[src/rtl/buf_rd_port_arbiter.sv]
// Round-robin read-port arbiter for one feature-buffer bank, with tag-steered responses.
// Optional per-requester grant counters are enabled by defining ARB_STATS_EN.
module buf_rd_port_arbiter #(
  parameter int NUM_REQ    = 3,
  parameter int ADDR_WIDTH = 11,
  parameter int DATA_WIDTH = 512,
  parameter int RD_LATENCY = 2,
  parameter int MAX_HOLD   = 16
) (
  input  logic                          aclk,
  input  logic                          areset,
  input  logic [NUM_REQ-1:0]            req_avalid,
  input  logic [NUM_REQ*ADDR_WIDTH-1:0] req_addr,
  output logic [NUM_REQ-1:0]            req_aready,
  output logic [NUM_REQ-1:0]            resp_valid,
  output logic [DATA_WIDTH-1:0]         resp_data,
  output logic                          buf_avalid,
  output logic [ADDR_WIDTH-1:0]         buf_addr,
  input  logic                          buf_valid,
  input  logic [DATA_WIDTH-1:0]         buf_data,
  output logic                          busy,
  output logic                          err_unexpected
`ifdef ARB_STATS_EN
  ,
  input  logic                          stat_clr,
  output logic [NUM_REQ*32-1:0]         stat_grant_cnt
`endif
);

  localparam int IDW = (NUM_REQ > 1) ? $clog2(NUM_REQ) : 1;
  localparam int HW  = $clog2(MAX_HOLD + 1);
  localparam logic [HW-1:0] HOLD_MAX = HW'(MAX_HOLD);

  logic [IDW-1:0]        owner_q, owner_d;
  logic [HW-1:0]         hold_q, hold_d;
  logic                  iss_v_q;
  logic [IDW-1:0]        iss_id_q;
  logic [ADDR_WIDTH-1:0] buf_addr_q;
  logic [RD_LATENCY-1:0] tag_v_q;
  logic [IDW-1:0]        tag_id_q [RD_LATENCY];
  logic [NUM_REQ-1:0]    resp_valid_q;
  logic [DATA_WIDTH-1:0] resp_data_q;
  logic                  err_q;

  logic [NUM_REQ-1:0]    owner_oh;
  logic                  owner_req;
  logic                  others_req;
  logic                  rr_found;
  logic [IDW-1:0]        rr_idx;
  logic                  gnt_any;
  logic [IDW-1:0]        gnt_idx;
  logic [NUM_REQ-1:0]    gnt_oh;
  logic [ADDR_WIDTH-1:0] gnt_addr;

  assign owner_oh   = NUM_REQ'(1) << owner_q;
  assign owner_req  = req_avalid[owner_q];
  assign others_req = |(req_avalid & ~owner_oh);

  // First requester after the owner, wrapping through index 0.
  always_comb begin
    rr_found = 1'b0;
    rr_idx   = '0;
    for (int k = 1; k < NUM_REQ; k++) begin
      if (!rr_found && req_avalid[(int'(owner_q) + k) % NUM_REQ]) begin
        rr_found = 1'b1;
        rr_idx   = IDW'((int'(owner_q) + k) % NUM_REQ);
      end
    end
  end

  always_comb begin
    gnt_any = 1'b0;
    gnt_idx = owner_q;
    if ((owner_req && (hold_q < HOLD_MAX)) || !others_req) begin
      gnt_any = owner_req;
      gnt_idx = owner_q;
    end else begin
      gnt_any = rr_found;
      gnt_idx = rr_idx;
    end
  end

  assign gnt_oh   = gnt_any ? (NUM_REQ'(1) << gnt_idx) : '0;
  assign gnt_addr = req_addr[int'(gnt_idx)*ADDR_WIDTH +: ADDR_WIDTH];

  always_comb begin
    owner_d = owner_q;
    hold_d  = '0;
    if (gnt_any) begin
      if (gnt_idx != owner_q) begin
        owner_d = gnt_idx;
        hold_d  = HW'(1);
      end else begin
        hold_d = (hold_q == HOLD_MAX) ? hold_q : hold_q + 1'b1;
      end
    end
  end

  always_ff @(posedge aclk or posedge areset) begin
    if (areset) begin
      owner_q      <= '0;
      hold_q       <= '0;
      iss_v_q      <= 1'b0;
      iss_id_q     <= '0;
      buf_addr_q   <= '0;
      tag_v_q      <= '0;
      for (int s = 0; s < RD_LATENCY; s++) tag_id_q[s] <= '0;
      resp_valid_q <= '0;
      resp_data_q  <= '0;
      err_q        <= 1'b0;
    end else begin
      owner_q  <= owner_d;
      hold_q   <= hold_d;
      iss_v_q  <= gnt_any;
      iss_id_q <= gnt_idx;
      if (gnt_any) buf_addr_q <= gnt_addr;

      tag_v_q[0]  <= iss_v_q;
      tag_id_q[0] <= iss_id_q;
      for (int s = 1; s < RD_LATENCY; s++) begin
        tag_v_q[s]  <= tag_v_q[s-1];
        tag_id_q[s] <= tag_id_q[s-1];
      end

      // The last tag stage lines up with the buffer's data return.
      resp_valid_q <= '0;
      if (buf_valid) begin
        if (tag_v_q[RD_LATENCY-1]) begin
          resp_valid_q <= NUM_REQ'(1) << tag_id_q[RD_LATENCY-1];
          resp_data_q  <= buf_data;
        end else begin
          err_q <= 1'b1;
        end
      end
    end
  end

  assign req_aready     = areset ? '0 : gnt_oh;
  assign buf_avalid     = iss_v_q;
  assign buf_addr       = buf_addr_q;
  assign resp_valid     = resp_valid_q;
  assign resp_data      = resp_data_q;
  assign err_unexpected = err_q;
  assign busy           = !areset && ((|req_avalid) || iss_v_q || (|tag_v_q) || (|resp_valid_q));

`ifdef ARB_STATS_EN
  logic [31:0] cnt_q [NUM_REQ];

  always_ff @(posedge aclk or posedge areset) begin
    if (areset) begin
      for (int i = 0; i < NUM_REQ; i++) cnt_q[i] <= '0;
    end else begin
      for (int i = 0; i < NUM_REQ; i++) begin
        if (stat_clr)       cnt_q[i] <= '0;
        else if (gnt_oh[i]) cnt_q[i] <= cnt_q[i] + 32'd1;
      end
    end
  end

  always_comb begin
    stat_grant_cnt = '0;
    for (int i = 0; i < NUM_REQ; i++) stat_grant_cnt[i*32 +: 32] = cnt_q[i];
  end
`endif

endmodule

[config.mk]
export PLATFORM = sky130hd
export DESIGN_NAME = buf_rd_port_arbiter
export DESIGN_NICKNAME = d
export VERILOG_FILES = /design/src/rtl/buf_rd_port_arbiter.sv
export SDC_FILE = /design/constraint.sdc
export NUM_CORES = 1
export LEC_CHECK = 0
export ABC_AREA = 0
export BUFFER_PORTS_ARGS = -buffer_cell sky130_fd_sc_hd__buf_2
export CAP_MARGIN = 0
export CORE_AREA = 2 2 416 418
export CTS_CLUSTER_DIAMETER = 80
export DETAILED_ROUTE_END_ITERATION = 16
export DIE_AREA = 0 0 418 420
export PLACE_DENSITY = 0.38
export SETUP_SLACK_MARGIN = 0.02
export SKIP_LAST_GASP = 1
export SLEW_MARGIN = 20
export SYNTH_ARGS = -nofsm -noshare
export SYNTH_HDL_FRONTEND = slang
export SYNTH_SLANG_ARGS = --single-unit
[constraint.sdc]
create_clock -name aclk -period 27 [get_ports aclk]
set_input_delay 1.35 -clock aclk [delete_from_list [all_inputs] [get_ports aclk]]
set_output_delay 1.35 -clock aclk [all_outputs]
set_load 0.01 [all_outputs]
Yosys cells after proc, flatten, opt, wreduce, memory -nomap -nowiden
Cells that the tools add are included.
{"block": "classes", "addsub": 3, "n_mul": 1, "div_mod_pow": 2, "order_cmp": 4, "eq_ne": 3, "shift": 4, "mux": 21, "bitwise_logic": 3, "n_reduce_logical": 17}
{"op": "$lt 32x4->1 const B", "n": 2}
{"op": "$mod 32x3->32 const B", "n": 2}
{"op": "$shiftx 33x7->11", "n": 1}
{"op": "$mux 5", "n": 3}
{"op": "$mux 3", "n": 4}
{"op": "$reduce_or 3->1", "n": 3}
{"op": "$shl 1x2->3 const A", "n": 3}
{"op": "$mux 1", "n": 8}
{"op": "$bmux 1 s2", "n": 3}
{"op": "$mul 2x4->6 const B", "n": 1}
{"op": "$mux 2", "n": 3}
{"op": "$reduce_and 2->1", "n": 3}
{"op": "$add 5x1->5 const B", "n": 1}
{"op": "$eq 5x5->1 const B", "n": 1}
{"op": "$lt 5x5->1 const B", "n": 1}
{"op": "$logic_or 1x1->1", "n": 4}
{"op": "$add 2x1->3 const B", "n": 1}
{"op": "$add 2x2->3 const B", "n": 1}
{"op": "$and 3x3->3", "n": 1}
{"op": "$logic_and 1x1->1", "n": 3}
{"op": "$logic_not 1->1", "n": 3}
{"op": "$lt 2x3->1 const B", "n": 1}
{"op": "$ne 3x3->1 const B", "n": 1}
{"op": "$not 3->3", "n": 1}
{"op": "3 further kinds", "n": 3}
{"block": "word_totals", "reg_bits": 543, "input_bits": 551, "output_inout_bits": 532, "wordCells": 69}

Logic depth before layout (Yosys ltp)
Gate-level depths: netlist of run 1.
{"block": "depth", "word_depth": 13, "ltp_mapped": 10, "ltp_nobuf": 8}

Least setup slack after synthesis of run 1
No wires, ideal clock.
{"block": "synth_timing", "path_type": "input to output", "from": "input areset", "to": "output req_aready[2]", "t_arrival_ps": 13901, "t_required_ps": 25650, "path_slack_ps": 11749, "path_stages": 2, "path_buffers": 0, "cell_sequence": "inv_1 -> and3_1"}
{"block": "synth_between", "elab_chain_len": 1}
{"element": "start, declared", "line": "11", "text": "input logic areset,"}
{"element": "$mux 3", "line": "138", "text": "assign req_aready = areset ? '0 : gnt_oh;"}
{"element": "end, declared", "line": "14", "text": "output logic [NUM_REQ-1:0] req_aready,"}
Every way passes these cells.

Final worst setup path of run 1
{"block": "layout_timing", "from": "register owner_q[0]", "to": "output req_aready[1]"}
{"block": "layout_between", "elab_chain_len": 13, "word_cells_on_any_way": 30, "classes_between": "add/sub: 2; div: 2; shift: 2; mux: 16; bitwise: 2; reduce/logical: 6"}
{"element": "start, declared", "line": "34", "text": "logic [IDW-1:0] owner_q, owner_d;"}
{"element": "start signal, assigned", "line": "112", "text": "owner_q <= owner_d;"}
{"element": "$add 2x1->3", "line": "64, 66"}
{"element": "$mod 32x3->32", "line": "64, 66"}
{"element": "$bmux 1 s2", "line": "64", "text": "if (!rr_found && req_avalid[(int'(owner_q) + k) % NUM_REQ]) begin"}
{"element": "$mux 1 (not written as such) (2 in series)", "line": "64"}
{"element": "$mux 1", "line": "64"}
{"element": "$logic_not 1->1", "line": "64"}
{"element": "$logic_and 1x1->1", "line": "64"}
{"element": "$mux 2", "line": "64"}
{"element": "$mux 2 *", "line": "74", "text": "if ((owner_req && (hold_q < HOLD_MAX)) || !others_req) begin"}
{"element": "via gnt_idx[0]", "line": "51", "text": "logic [IDW-1:0] gnt_idx;"}
{"element": "$shl 1x2->3 *", "line": "83", "text": "assign gnt_oh = gnt_any ? (NUM_REQ'(1) << gnt_idx) : '0;"}
{"element": "$mux 3 *", "line": "83"}
{"element": "$mux 3 *", "line": "138"}
Mark *: on every way through the listed nets, which the timed path passes. The rest lies on a longest branch. The select of a mux whose other input is x is not followed.

==> reports/qor.yml, run 1 <==
synthesis:
  yosysWarningCount: 0
  ys_types: 53
  syn_avg_cell_area_um2: 16.0
  yosys.area.top_type: "dfrtp_1"
  synth_most_common_cell: "dfrtp_1"
  ys_seq_area_share_pct: 65.0
  synthCells: 1310
  synth_edf_count: 0
  netlist_top_cells_area: "dfrtp_1 65%, mux2_2 28%, clkbuf_1 1.1%"
  yosysTopAreaCellShare_pct: 65.0
  synth_common_cells: "543 x dfrtp_1, 512 x mux2_2, 63 x clkbuf_1"
  synth_flop_cell: "dfrtp_1"
  synth_nets: 1868
  ys_ff_latch: 543
  netlist_area_um2: 20900
  async_flop_share_pct: 100
critical_path:
  critPathSlowestCell: "o32ai_1"
  crit_path_start_kind: "flip-flop"
  path_max_fanout: 18
  cp.required_ps: 25650
  critical_path.cell_chain: "inv_1 -> ha_1 -> and2b_1 -> o32ai_1 -> nand2_1 -> and2_1 -> nor3b_2 -> buf_2"
  cp_top_family: "simple AND/OR/NAND/NOR gates"
  end_kind: "output pin"
  cpPeakStageDelay_ps: 870
  path_class: "reg -> out"
  arrival_ps: 4300
  crit_buf_inv: 2
clocking:
  ctsHoldBuffers: 0
  ctsResizeCount: 0
  ctsLongestPathBuffers: 3
  post_cts_buffers: 0
  numCtsBuffers: 80
  cts_root_buf: "clkbuf_16"
  cts_tree: "done"
  clk-insertion-delay-late_ps: 700
  htreeDepth: 3
  clock_sinks: 543
  clk_pin_slew_ps: 60
floorplan:
  num_rows: 152
  ios: 1083
  initial_utilization_pct: 12.2
  die_area_um2: 176000
  die_w_um: 418
  core_region_area_um2: 171000
  die_height_um: 420
placement:
  numPortBuffers: 1082
  routabilityCongestion: 0.827
  dp_hpwl_um: 94900
sta:
  max_freq_mhz: 177
  fin_setup_tns_ps: 0
  slew_headroom_pct: 33.8
  finalHoldViolations: 0
  period_share_pct: 20.9
  fin_worst_skew_ps: 24.4
  tightest_slew_ps: 990
  drv_slew: 0
  setup_viol: 0
  grt_setup_unrepaired: "false"
  period_minus_slack_ps: 5650
routing:
  drt-vias-per-instance: 3.40
  post_drt_wl_per_cell_um: 24.4
  dr_total_vias: 16050
  drtIter0Drc: 710
  ant_nets: 0
  drt_first_pass_iters: 5
  drc_errors: 0
  wirelength_um: 115000
grt:
  grt_usage_pct: 12.6
  grt_antenna_before_repair: 100
  grt_pass1_vias: 16282
  grt_pass1_wl_um: 149000
  overflow: 0
  grt_max_degree: 101
worst_hold_path:
  hold_class: "reg -> reg"
layout:
  fillCellCount: 18825
  nNetsFinal: 2974
  syn2layout_area_growth_pct: 51.1
  layout-drive-gt1-share_pct: 70.5
run:
  maxCapViolations: 0
pwr:
  p_leak_nw: 14.5
  powerDensity_nw_per_um2: 120
  power_w: 0.00378
  vdd_ir_drop_max_mv: 0.0529
outcome:
  status: "completed"
-- state kept, by name, summed over array words and instances (netlist names) --
| register | flops |
|---|---|
| err_unexpected | 1 |
| resp_valid | 3 |
| hold_q | 5 |
| buf_avalid | 1 |
| buf_addr | 11 |
| tag_v_q | 2 |
| iss_id_q | 2 |
| tag_id_q | 4 |
| resp_data | 512 |
| owner_q | 2 |
-- cell type report --
class | instances | area [um2] | share of cell area (%)
Sequential cell | 543 | 13600 | 43.0
Multi-Input combinational cell | 682 | 6970 | 22.1
Timing Repair Buffer | 1099 | 5560 | 17.6
Tap cell | 2233 | 2790 | 8.85
Clock buffer | 108 | 2240 | 7.09
Clock inverter | 32 | 363 | 1.15
Inverter | 10 | 45.0 | 0.143
Antenna cell | 11 | 27.5 | 0.0872
-- final timing paths --
kind | start | slack, ps | cells after the start | to
worst max register to register | tag_v_q[1]$_DFF_PP0_ | 23090 | 5 | resp_data[280]$_DFFE_PP0P_
worst min-delay path | tag_id_q[2]$_DFF_PP0_ | 340 | 0 | tag_id_q[0]$_DFF_PP0_
min in group asynchronous | areset | 770 | 2 | owner_q[0]$_DFFE_PP0P_
max in group asynchronous | areset | 24000 | 4 | resp_data[0]$_DFFE_PP0P_
worst max-delay path | owner_q[0]$_DFFE_PP0P_ | 21350 | 8 | req_aready[1]
worst min register to register | tag_id_q[2]$_DFF_PP0_ | 340 | 0 | tag_id_q[0]$_DFF_PP0_
-- kinds of logic after synthesis --
| logic type | Yosys count | synth area share, % |
|---|---|---|
| flops | 543 | 65.0 |
| mux | 514 | 27.7 |
| simple gates | 88 | 2.40 |
| buf+inv | 85 | 1.65 |
| compound gates | 68 | 2.55 |
| fa+ha+maj | 7 | 0.419 |
| xor+xnor | 5 | 0.210 |
-- worst register-to-register path: stages (launching register included) --
cell and delay, ps:
dfrtp_1 450, nand2_4 730, buf_4 630, buf_4 690, buf_4 840, mux2_2 470
-- through the flow --
step                      utilization (%)  setup slack (ps)  hold WS [ps]  cell area (um2)  cells
after floorplan                         -             10460           331            20900   1310
after global placement               16.9             21840           336            29000   4567
after detailed placement             16.9             21750           340            29000   4567
after CTS                            18.5             21310           345            31600   4707
after global routing                 18.5             20920           352            31600   4712
final                                18.5             21350           343            31600   4718
-- metal layers --
metal	routed length, um	track usage, %	vias to the layer above	part of all wire [%]
li1	-	-	6955	-
met1	38900	12.5	8008	34
met2	55200	20.7	771	48
met3	16100	8.16	308	14
met4	5050	5.42	8	4.4
met5	49	0	-	0.042
-- report_power, final --
part           total, W  switching [W]  internal (W)
clock           0.00104       0.000433      0.000607
combinational   0.00140       0.000800      0.000599
sequential      0.00134       0.000187       0.00115
total           0.00378        0.00142       0.00236
-- cells in the final DEF (no fill, tap or decap), drive strengths merged, types with 6 or more instances in the layout --
cell type     n
o31ai        12
nand3        15
clkinvlp      6
dfrtp       543
ha            7
and3         12
nand2        16
diode        11
clkinv       17
a311oi       11
mux2        512
inv          17
buf        1099
o211ai       12
nor4         12
clkbuf      108
Note: power is estimated with default switching activity, not from simulation.
==> inputs of run 2 (changes only) <==
--- a/config.mk
+++ b/config.mk
@@ -5,14 +5,14 @@
 export SDC_FILE = /design/constraint.sdc
 export NUM_CORES = 1
 export LEC_CHECK = 0
-export ABC_AREA = 0
+export ABC_AREA = 1
 export BUFFER_PORTS_ARGS = -buffer_cell sky130_fd_sc_hd__buf_2
 export CAP_MARGIN = 0
-export CORE_AREA = 2 2 416 418
+export CORE_AREA = 2 2 428 430
 export CTS_CLUSTER_DIAMETER = 80
 export DETAILED_ROUTE_END_ITERATION = 16
-export DIE_AREA = 0 0 418 420
-export PLACE_DENSITY = 0.38
+export DIE_AREA = 0 0 430 432
+export PLACE_DENSITY = 0.37
 export SETUP_SLACK_MARGIN = 0.02
 export SKIP_LAST_GASP = 1
 export SLEW_MARGIN = 20
==> constraint.sdc (replaced) <==
create_clock -name aclk -period 5.6 [get_ports aclk]
set_input_delay 0.28 -clock aclk [delete_from_list [all_inputs] [get_ports aclk]]
set_output_delay 0.28 -clock aclk [all_outputs]
set_load 0.01 [all_outputs]
==> reports/qor.yml, run 2 <==
floorplan:
  die_area_um2: 186000
  die_w_um: 430
  ios: 1083
  initial_utilization_pct: 11.5
  core_region_area_um2: 182000
  num_rows: 157
  die_height_um: 432
grt:
  overflow: 0
  grt_max_degree: 129
  grt_pass1_vias: 18911
  grt_usage_pct: 11.5
  grt_antenna_before_repair: 41
  grt_pass1_wl_um: 150000
routing:
  ant_nets: 0
  drtIter0Drc: 651
  wirelength_um: 111000
  drt_first_pass_iters: 4
  drc_errors: 0
  post_drt_wl_per_cell_um: 20.3
  drt-vias-per-instance: 3.25
  dr_total_vias: 17760
sta:
  max_freq_mhz: 261
  fin_worst_skew_ps: 38.1
  holdWs_ps: 115
  period_share_pct: 68.3
  finalHoldViolations: 0
  slew_headroom_pct: 34.1
  grt_setup_unrepaired: "false"
  period_minus_slack_ps: 3830
  drv_slew: 0
  setup_viol: 0
  tightest_slew_ps: 989
synthesis:
  synth_edf_count: 0
  syn_avg_cell_area_um2: 15.5
  synthCells: 1348
  netlist_top_cells_area: "dfrtp_1 65%, mux2_2 28%, nand3_1 1.1%"
  yosysTopAreaCellShare_pct: 65.2
  yosys.area.top_type: "dfrtp_1"
  ys_types: 37
  ys_seq_area_share_pct: 65.2
  synth_common_cells: "543 x dfrtp_1, 512 x mux2_2, 47 x nand2_1"
  async_flop_share_pct: 100
  ys_ff_latch: 543
  synth_nets: 1906
  netlist_area_um2: 20800
  synth_most_common_cell: "dfrtp_1"
  yosysWarningCount: 0
  synth_flop_cell: "dfrtp_1"
clocking:
  post_cts_buffers: 0
  clk_pin_slew_ps: 50
  cts_tree: "done"
  ctsHoldBuffers: 545
  clock_sinks: 543
  cts_root_buf: "clkbuf_16"
  ctsLongestPathBuffers: 3
  htreeDepth: 3
  numCtsBuffers: 77
  ctsResizeCount: 0
  clk-insertion-delay-late_ps: 690
critical_path:
  cp.required_ps: 6200
  critical_path.cell_chain: "inv_2 -> ha_1 -> inv_1 -> nand2_1 -> nand3_1 -> nand2_1 -> nand2_1 -> nand2_1 -> nand2_1 -> nand2_2 -> nand2_1 -> nand2_1 -> nand3_1 -> dlygate4sd3_1 -> a21oi_1 -> dlygate4sd3_1"
  cp_top_family: "buffers and inverters"
  crit_buf_inv: 4
  end_kind: "flip-flop"
  path_max_fanout: 14
  crit_path_start_kind: "flip-flop"
  path_common_cell: "nand2_1"
  cpPeakStageDelay_ps: 590
  path_class: "reg -> reg"
  critPathSlowestCell: "dlygate4sd3_1"
  arrival_ps: 4430
placement:
  dp_hpwl_um: 89100
  routabilityCongestion: 0.844
  numPortBuffers: 1082
layout:
  mostFrequentLayoutCell: "buf_2"
  nNetsFinal: 3577
  mostFrequentLayoutCells: "1082 x buf_2, 545 x dlygate4sd3_1, 543 x dfrtp_1, 512 x mux2_2, 79 x clkbuf_16"
  layout-drive-gt1-share_pct: 57.5
  fillCellCount: 19870
  post-route-util_pct: 20.5
  largest_register_ffs: 512
  syn2layout_area_growth_pct: 78.4
pwr:
  vdd_ir_drop_max_mv: 0.269
  p_leak_nw: 17.1
  powerDensity_nw_per_um2: 540
run:
  maxCapViolations: 0
outcome:
  status: "completed"
worst_hold_path:
  hold_class: "in -> reg"
[run 2: cell count changes in the layout (fill, tap and decap cells not counted), sizes merged, moves of 14 or more]
| cell | change |
|---|---|
| buf | +14 |
| nor2 | +38 |
| dlygate4sd3 | +545 |
| nand2 | +38 |
| nand3 | +32 |
| inv | +27 |
[run 2: per-stage QoR]
stage          cell area, um2  power, W  std cells  TNS [ps]  setup WS (ps)
6_report                37200    0.0201       5465         0           1770
5_1_grt                 37200    0.0213       5459         0           1490
4_1_cts                 37200    0.0205       5456         0           1820
3_5_place_dp            29200    0.0149       4780         0           2730
3_3_place_gp            29200    0.0148       4780         0           2740
2_1_floorplan           20900    0.0109       1348  -1138260          -3290
[run 2: worst register-to-register path, delay by kind of cell, from the launching register on]
kind,cells,cell delay [ps]
adder cells (fa/ha/maj),1,390
AO/OA/AOI/OAI,1,140
AND/OR/NAND/NOR,10,1350
flip-flops,1,480
buffers and inverters,4,1400
[run 2: worst paths after layout]
check                                       start                    endpoint  slack, ps  cells past startpoint
min in group asynchronous                  areset  resp_data[510]$_DFFE_PP0P_        420                      3
max                        owner_q[0]$_DFFE_PP0P_     buf_addr[6]$_DFFE_PP0P_       1770                     16
max reg2reg                owner_q[0]$_DFFE_PP0P_     buf_addr[6]$_DFFE_PP0P_       1770                     16
min                                  req_addr[29]     buf_addr[7]$_DFFE_PP0P_        110                      5
min reg2reg                 tag_id_q[3]$_DFF_PP0_       tag_id_q[1]$_DFF_PP0_        360                      0
max in group asynchronous                  areset  resp_data[266]$_DFFE_PP0P_       3660                      5
[run 2: per-layer routing]
layer	share of wire [%]	global-route usage, %	up-vias
met4	2.5	3.20	2
met5	0.012	0	-
met1	39	13.3	8920
li1	-	-	8025
met2	50	19.8	630
met3	8.4	4.26	183
[run 2: cells by family after synthesis]
family,share of synthesized area [%]
muxes,27.7
buffers and inverters,2.32
AOI/OAI and AO/OA,0.714
adders and majority gates,0.420
DFF,65.2
and+or+nand+nor,3.59
xor gates and xnor gates,0.126
[run 2: where the power goes]
| part | internal [W] | switching, W | total [W] |
|---|---|---|---|
| registers | 0.00592 | 0.00111 | 0.00703 |
| logic | 0.00384 | 0.00432 | 0.00816 |
| clock network | 0.00287 | 0.00201 | 0.00488 |
[run 2: final cells by class]
class,count,area [um2],area share (%)
flip-flops and latches,543,13600,36.5
repair buffers,1658,11200,30.1
multi-input cells,700,6780,18.2
well taps,2385,2980,8.02
clock buffers,107,2220,5.97
clock inverters,24,260,0.700
inverters,39,155,0.417
diodes,9,22.5,0.0606
